## src/rtl/pc_fetch_unit.sv

```systemverilog
// pc_fetch_unit: program counter and fetch sequencing for the single-cycle
// LEGv8 datapath. Computes the next PC for sequential flow, B and CBZ. When
// the PC_FETCH_CBNZ_EN macro is defined, CBNZ is also recognised as a branch.
// The unit holds on stall and halts once the PC leaves the program region.
// It also keeps a count of retired instructions.
module pc_fetch_unit #(
  parameter logic [63:0] PC_LIMIT = 64'd60,
  parameter int unsigned COUNT_W  = 32
) (
  input  logic               clk,
  input  logic               reset,
  input  logic               stall,
  input  logic [31:0]        Instr,
  input  logic               Zero,
  output logic [63:0]        Pc,
  output logic [63:0]        PcPlus4,
  output logic               BranchTaken,
  output logic               Halted,
  output logic [COUNT_W-1:0] InstrCount
);

  typedef enum logic {
    RUN  = 1'b0,
    HALT = 1'b1
  } state_t;

  state_t             state_q;
  logic [63:0]        pc_q;
  logic [COUNT_W-1:0] count_q;
  logic               halted_q;

  logic        is_b;
  logic        is_cbz;
  logic        is_cbnz;
  logic        taken_raw;
  logic [63:0] offset;
  logic [63:0] target;
  logic [63:0] next_pc;

  // Instr[4:0] names the tested register; this stage does not need it.
  logic unused_rt;
  assign unused_rt = ^Instr[4:0];

  // Decode the branch class and build the byte offset of the branch.
  always_comb begin
    is_b   = (Instr[31:26] == 6'b000101);
    is_cbz = (Instr[31:24] == 8'b10110100);
`ifdef PC_FETCH_CBNZ_EN
    is_cbnz = (Instr[31:24] == 8'b10110101);
`else
    is_cbnz = 1'b0;
`endif
    taken_raw = is_b | (is_cbz & Zero) | (is_cbnz & ~Zero);
    if (is_b) begin
      offset = {{36{Instr[25]}}, Instr[25:0], 2'b00};
    end else begin
      offset = {{43{Instr[23]}}, Instr[23:5], 2'b00};
    end
  end

  // Compute the next-PC mux. Once halted, the branch indication is suppressed.
  always_comb begin
    PcPlus4     = pc_q + 64'd4;
    target      = pc_q + offset;
    BranchTaken = taken_raw & (state_q == RUN);
    next_pc     = BranchTaken ? target : PcPlus4;
  end

  // Fetch FSM. Stall takes priority over the halt check, and reset overrides
  // everything else.
  always_ff @(posedge clk) begin
    if (reset) begin
      state_q  <= RUN;
      pc_q     <= '0;
      count_q  <= '0;
      halted_q <= 1'b0;
    end else begin
      case (state_q)
        RUN: begin
          if (!stall) begin
            pc_q    <= next_pc;
            count_q <= count_q + 1'b1;
            if (next_pc >= PC_LIMIT) begin
              state_q  <= HALT;
              halted_q <= 1'b1;
            end
          end
        end
        HALT: begin
          state_q  <= HALT;
          halted_q <= 1'b1;
        end
        default: begin
          state_q  <= HALT;
          halted_q <= 1'b1;
        end
      endcase
    end
  end

  assign Pc         = pc_q;
  assign Halted     = halted_q;
  assign InstrCount = count_q;

endmodule

```

## config.mk

```make
export PLATFORM = sky130hd
export DESIGN_NAME = pc_fetch_unit
export DESIGN_NICKNAME = d
export VERILOG_FILES = /design/src/rtl/pc_fetch_unit.sv
export SDC_FILE = /design/constraint.sdc
export NUM_CORES = 1
export LEC_CHECK = 0
export CELL_PAD_IN_SITES_DETAIL_PLACEMENT = 0
export CELL_PAD_IN_SITES_GLOBAL_PLACEMENT = 1
export CORE_MARGIN = 1
export CORE_UTILIZATION = 41
export DETAILED_ROUTE_END_ITERATION = 8
export PLACE_DENSITY = 0.83
export RECOVER_POWER = 50
export SETUP_SLACK_MARGIN = 0.1
export SLEW_MARGIN = 20
export SYNTH_ARGS = -nofsm -noshare
export SYNTH_HDL_FRONTEND = slang
export SYNTH_SLANG_ARGS = --single-unit
```

## constraint.sdc

```tcl
create_clock -name clk -period 9 [get_ports clk]
set_clock_uncertainty 0.15 [all_clocks]
set_input_delay 1.8 -clock clk [delete_from_list [all_inputs] [get_ports clk]]
set_output_delay 1.8 -clock clk [all_outputs]
set_load 0.02 [all_outputs]
```

==> flow_summary_export.csv <==
group,metric,value,unit
global_route,grt_pass1_wl,60400,um
place,numPortBuffers,193,
place,dpl_cell_area,12300,um2
timing,fin_crit_sh,86.1,%
die,core,24400,um2
global_route,grt_use_total,29.8,%
flow_run,maxCapViolCount,2,
clock_network,numCtsBuffers,9,
yosys,async_flop_share,0,%
timing,setup_viol,0,
place,dpl.hpwl,30200,um
critical_path,critPathKind,"in -> reg",
critical_path,worst_setup_path_end_kind,"register",
yosys,synth_enable_flop_cells,0,
timing,period_needed,7.75,ns
route,antenna_left,0,
global_route,grt_max_degree,90,
clock_network,cts_resized,0,
clock_network,cts-htree-levels,3,
pwr,p_per_area,116,nW/um2
yosys,synth_area_leaders,"dfxtp_1, nand2_1, ha_1, nor2_1, xnor2_1",
clock_network,cts.sinks,96,
cells_and_area,area_growth,22.7,%
route,wl,39300,um
timing,maxSlewHeadroom,-78.7,%
die,die_w,160,um
die,ioPinCount,198,
critical_path,required,9.00,ns
clock_network,root_buffer,"clkbuf_16",
timing,fmax,129,MHz
route,vias_per_cell,5.87,
timing,finalWorstSetupSlack,1.25,ns
global_route,grt_pass1_vias,10479,
die,start_util,42.0,%
critical_path,reg2reg_slack,3.80,ns
yosys,synth.yosys.seq_area_share,18.7,%
clock_network,path_clk_slew,0.08,ns
critical_path,r2r-start,"Pc[2]$_SDFFE_PP0P_",
timing,hold_viol,0,
cells_and_area,final_area,12600,um2
timing,drv_slew,94,
yosys,syn_area,10300,um2
die,row_count,57,
route,drt_pre_antenna_iters,5,
critical_path,r2r_end,"state_q$_SDFF_PP0_",
status,outcome,"finished, violations left",
clock_network,cts_tree,"built",
clock_network,cts_hold_buffers,0,
critical_path,worstRegToRegCells,14,
pwr,ir_drop,116,uV
clock_network,clk_latency,0.38,ns
yosys,yosys.area.top_type,"dfxtp_1",
route,drt_iter0_drc,969,
clock_network,clk_path_buf_depth,2,
timing,setup-tns-final,0,ns
cells_and_area,n_antenna_cell,0,
critical_path,critPathMaxFanout,22,
pwr,power,1.46,mW
cells_and_area,drive_above_1_share,4.63,%
route,wl_per_cell,20.5,um
cells_and_area,nets,1692,
critical_path,critPathLaunch,"Instr[30]",
die,dieArea,25600,um2
route,via_count,11270,
yosys,avgSynthCellArea,6.99,um2
critical_path,arrival,7.75,ns
yosys,ys_ff_latch,96,
yosys,synthFlopType,"dfxtp_1",
global_route,overflow,0,
critical_path,start_kind,"input pin",
global_route,antenna_found_initial,0,
yosys,netlist_top_cells_count,"nand2_1, nor2_1, a21oi_1",
die,die_y,160,um
timing,worst_pin_slew,2.68,ns
pwr,leakagePower,5.17,nW
critical_path,endpoint,"state_q$_SDFF_PP0_",
clock_network,cts_setup_buffers,0,
hold_path,hold_class,"reg -> reg",
place,finalWeightedCongestion,0.933,
timing,rsz0062_at_grt,"false",
status,violations,"max-capacitance violations, max-slew violations",
yosys,synth.distinct_cells,90,
route,drcViolationCount,0,
yosys,synth_top_area_share,18.7,%
yosys,syn-instance-count,1466,
yosys,yosysWarnings,0,
yosys,synth_most_common_cell,"nand2_1",
place,post-place-ws,0.952,ns
==> layer usage <==
metal  wire length, um  part of all wire [%]  track usage (%)
met1             18300                    47             41.7
met2             18000                    46             49.0
met3              2250                   5.7             2.96
met4               758                   1.9             7.32
met5                 0                     0                0
==> worst max-delay path, cell delays in order <==
cell and delay [ns]:
clkdlybuf4s50_1 0.45, nand4bb_1 0.18, nand2b_1 0.71, mux2i_1 0.23, inv_1 0.68, ha_1 0.45, a21oi_1 0.19, o21ai_0 0.15
a21oi_1 0.32, o21ai_0 0.18, a211o_1 0.29, a21oi_1 0.37, xor2_1 0.39, o211ai_1 0.15, nor4_1 0.38, nand4_1 0.13
nor3_1 0.30, and3_1 0.27, o31ai_1 0.08
==> stage by stage <==
step                      utilization [%]  instances  hold slack, ns
after CTS                            51.7       1921           0.369
final                                51.6       1921           0.364
after floorplan                         -       1469           0.314
after detailed placement             50.3       1905           0.354
after global placement               50.3       1905           0.334
after global routing                 51.6       1921           0.417
==> cell type report <==
cell class	instances	area, um2
clock inverters	7	95.1
clock buffers	9	225
well taps	324	405
multi-input cells	1248	7820
repair buffers	202	1990
flip-flops and latches	96	1920
fillers	2469	11800
inverters	35	133
==> registers in the layout (all words and copies together), names as in the netlist <==
register    flops
Pc             62
Halted          1
state_q         1
InstrCount     32
==> placed cells by master (no fill, tap or decap), drive strengths merged, types with 4 or more instances in the layout <==
cell	instances
a211oi	38
a21boi	6
a21o	19
a21oi	138
a22oi	6
a311oi	8
a31oi	7
and2	5
and3	28
and4	5
buf	8
clkbuf	11
clkdlybuf4s50	95
conb	4
dfxtp	96
dlygate4sd3	97
ha	63
inv	38
mux2i	13
nand2	219
nand2b	9
nand3	45
nand4	58
nor2	183
nor2b	7
nor3	49
nor3b	4
nor4	10
o211ai	10
o21a	14
o21ai	82
o31ai	10
o41ai	4
or3	7
xnor2	77
xor2	71
==> power breakdown <==
part	switching, mW	leakage, nW	internal, mW
Sequential	0.0382	0.782	0.442
Clock	0.229	0.157	0.226
Combinational	0.328	4.23	0.199
Total	0.595	5.17	0.867
==> cell families after synthesis <==
logic type / Yosys count / synth area share [%]
XOR/XNOR: 148 / 12.6
flip-flops: 96 / 18.7
AND/OR/NAND/NOR: 645 / 30.4
buffers and inverters: 125 / 5.20
other: 1 / 0.0366
multiplexers: 13 / 1.27
AO/OA/AOI/OAI: 374 / 23.8
adder cells (fa/ha/maj): 64 / 7.88
==> worst min-delay path by stage <==
stage	startpoint	to	slack [ns]	cells after the start
global route	InstrCount[31]$_SDFFE_PP0P_	InstrCount[31]$_SDFFE_PP0P_	0.42	2
floorplan	state_q$_SDFF_PP0_	state_q$_SDFF_PP0_	0.31	2
finish	InstrCount[6]$_SDFFE_PP0P_	InstrCount[6]$_SDFFE_PP0P_	0.36	2
CTS	InstrCount[6]$_SDFFE_PP0P_	InstrCount[6]$_SDFFE_PP0P_	0.37	2
detailed placement	InstrCount[31]$_SDFFE_PP0P_	InstrCount[31]$_SDFFE_PP0P_	0.35	2
global placement	InstrCount[6]$_SDFFE_PP0P_	InstrCount[6]$_SDFFE_PP0P_	0.33	2
Note: power is estimated with default switching activity, not from simulation.
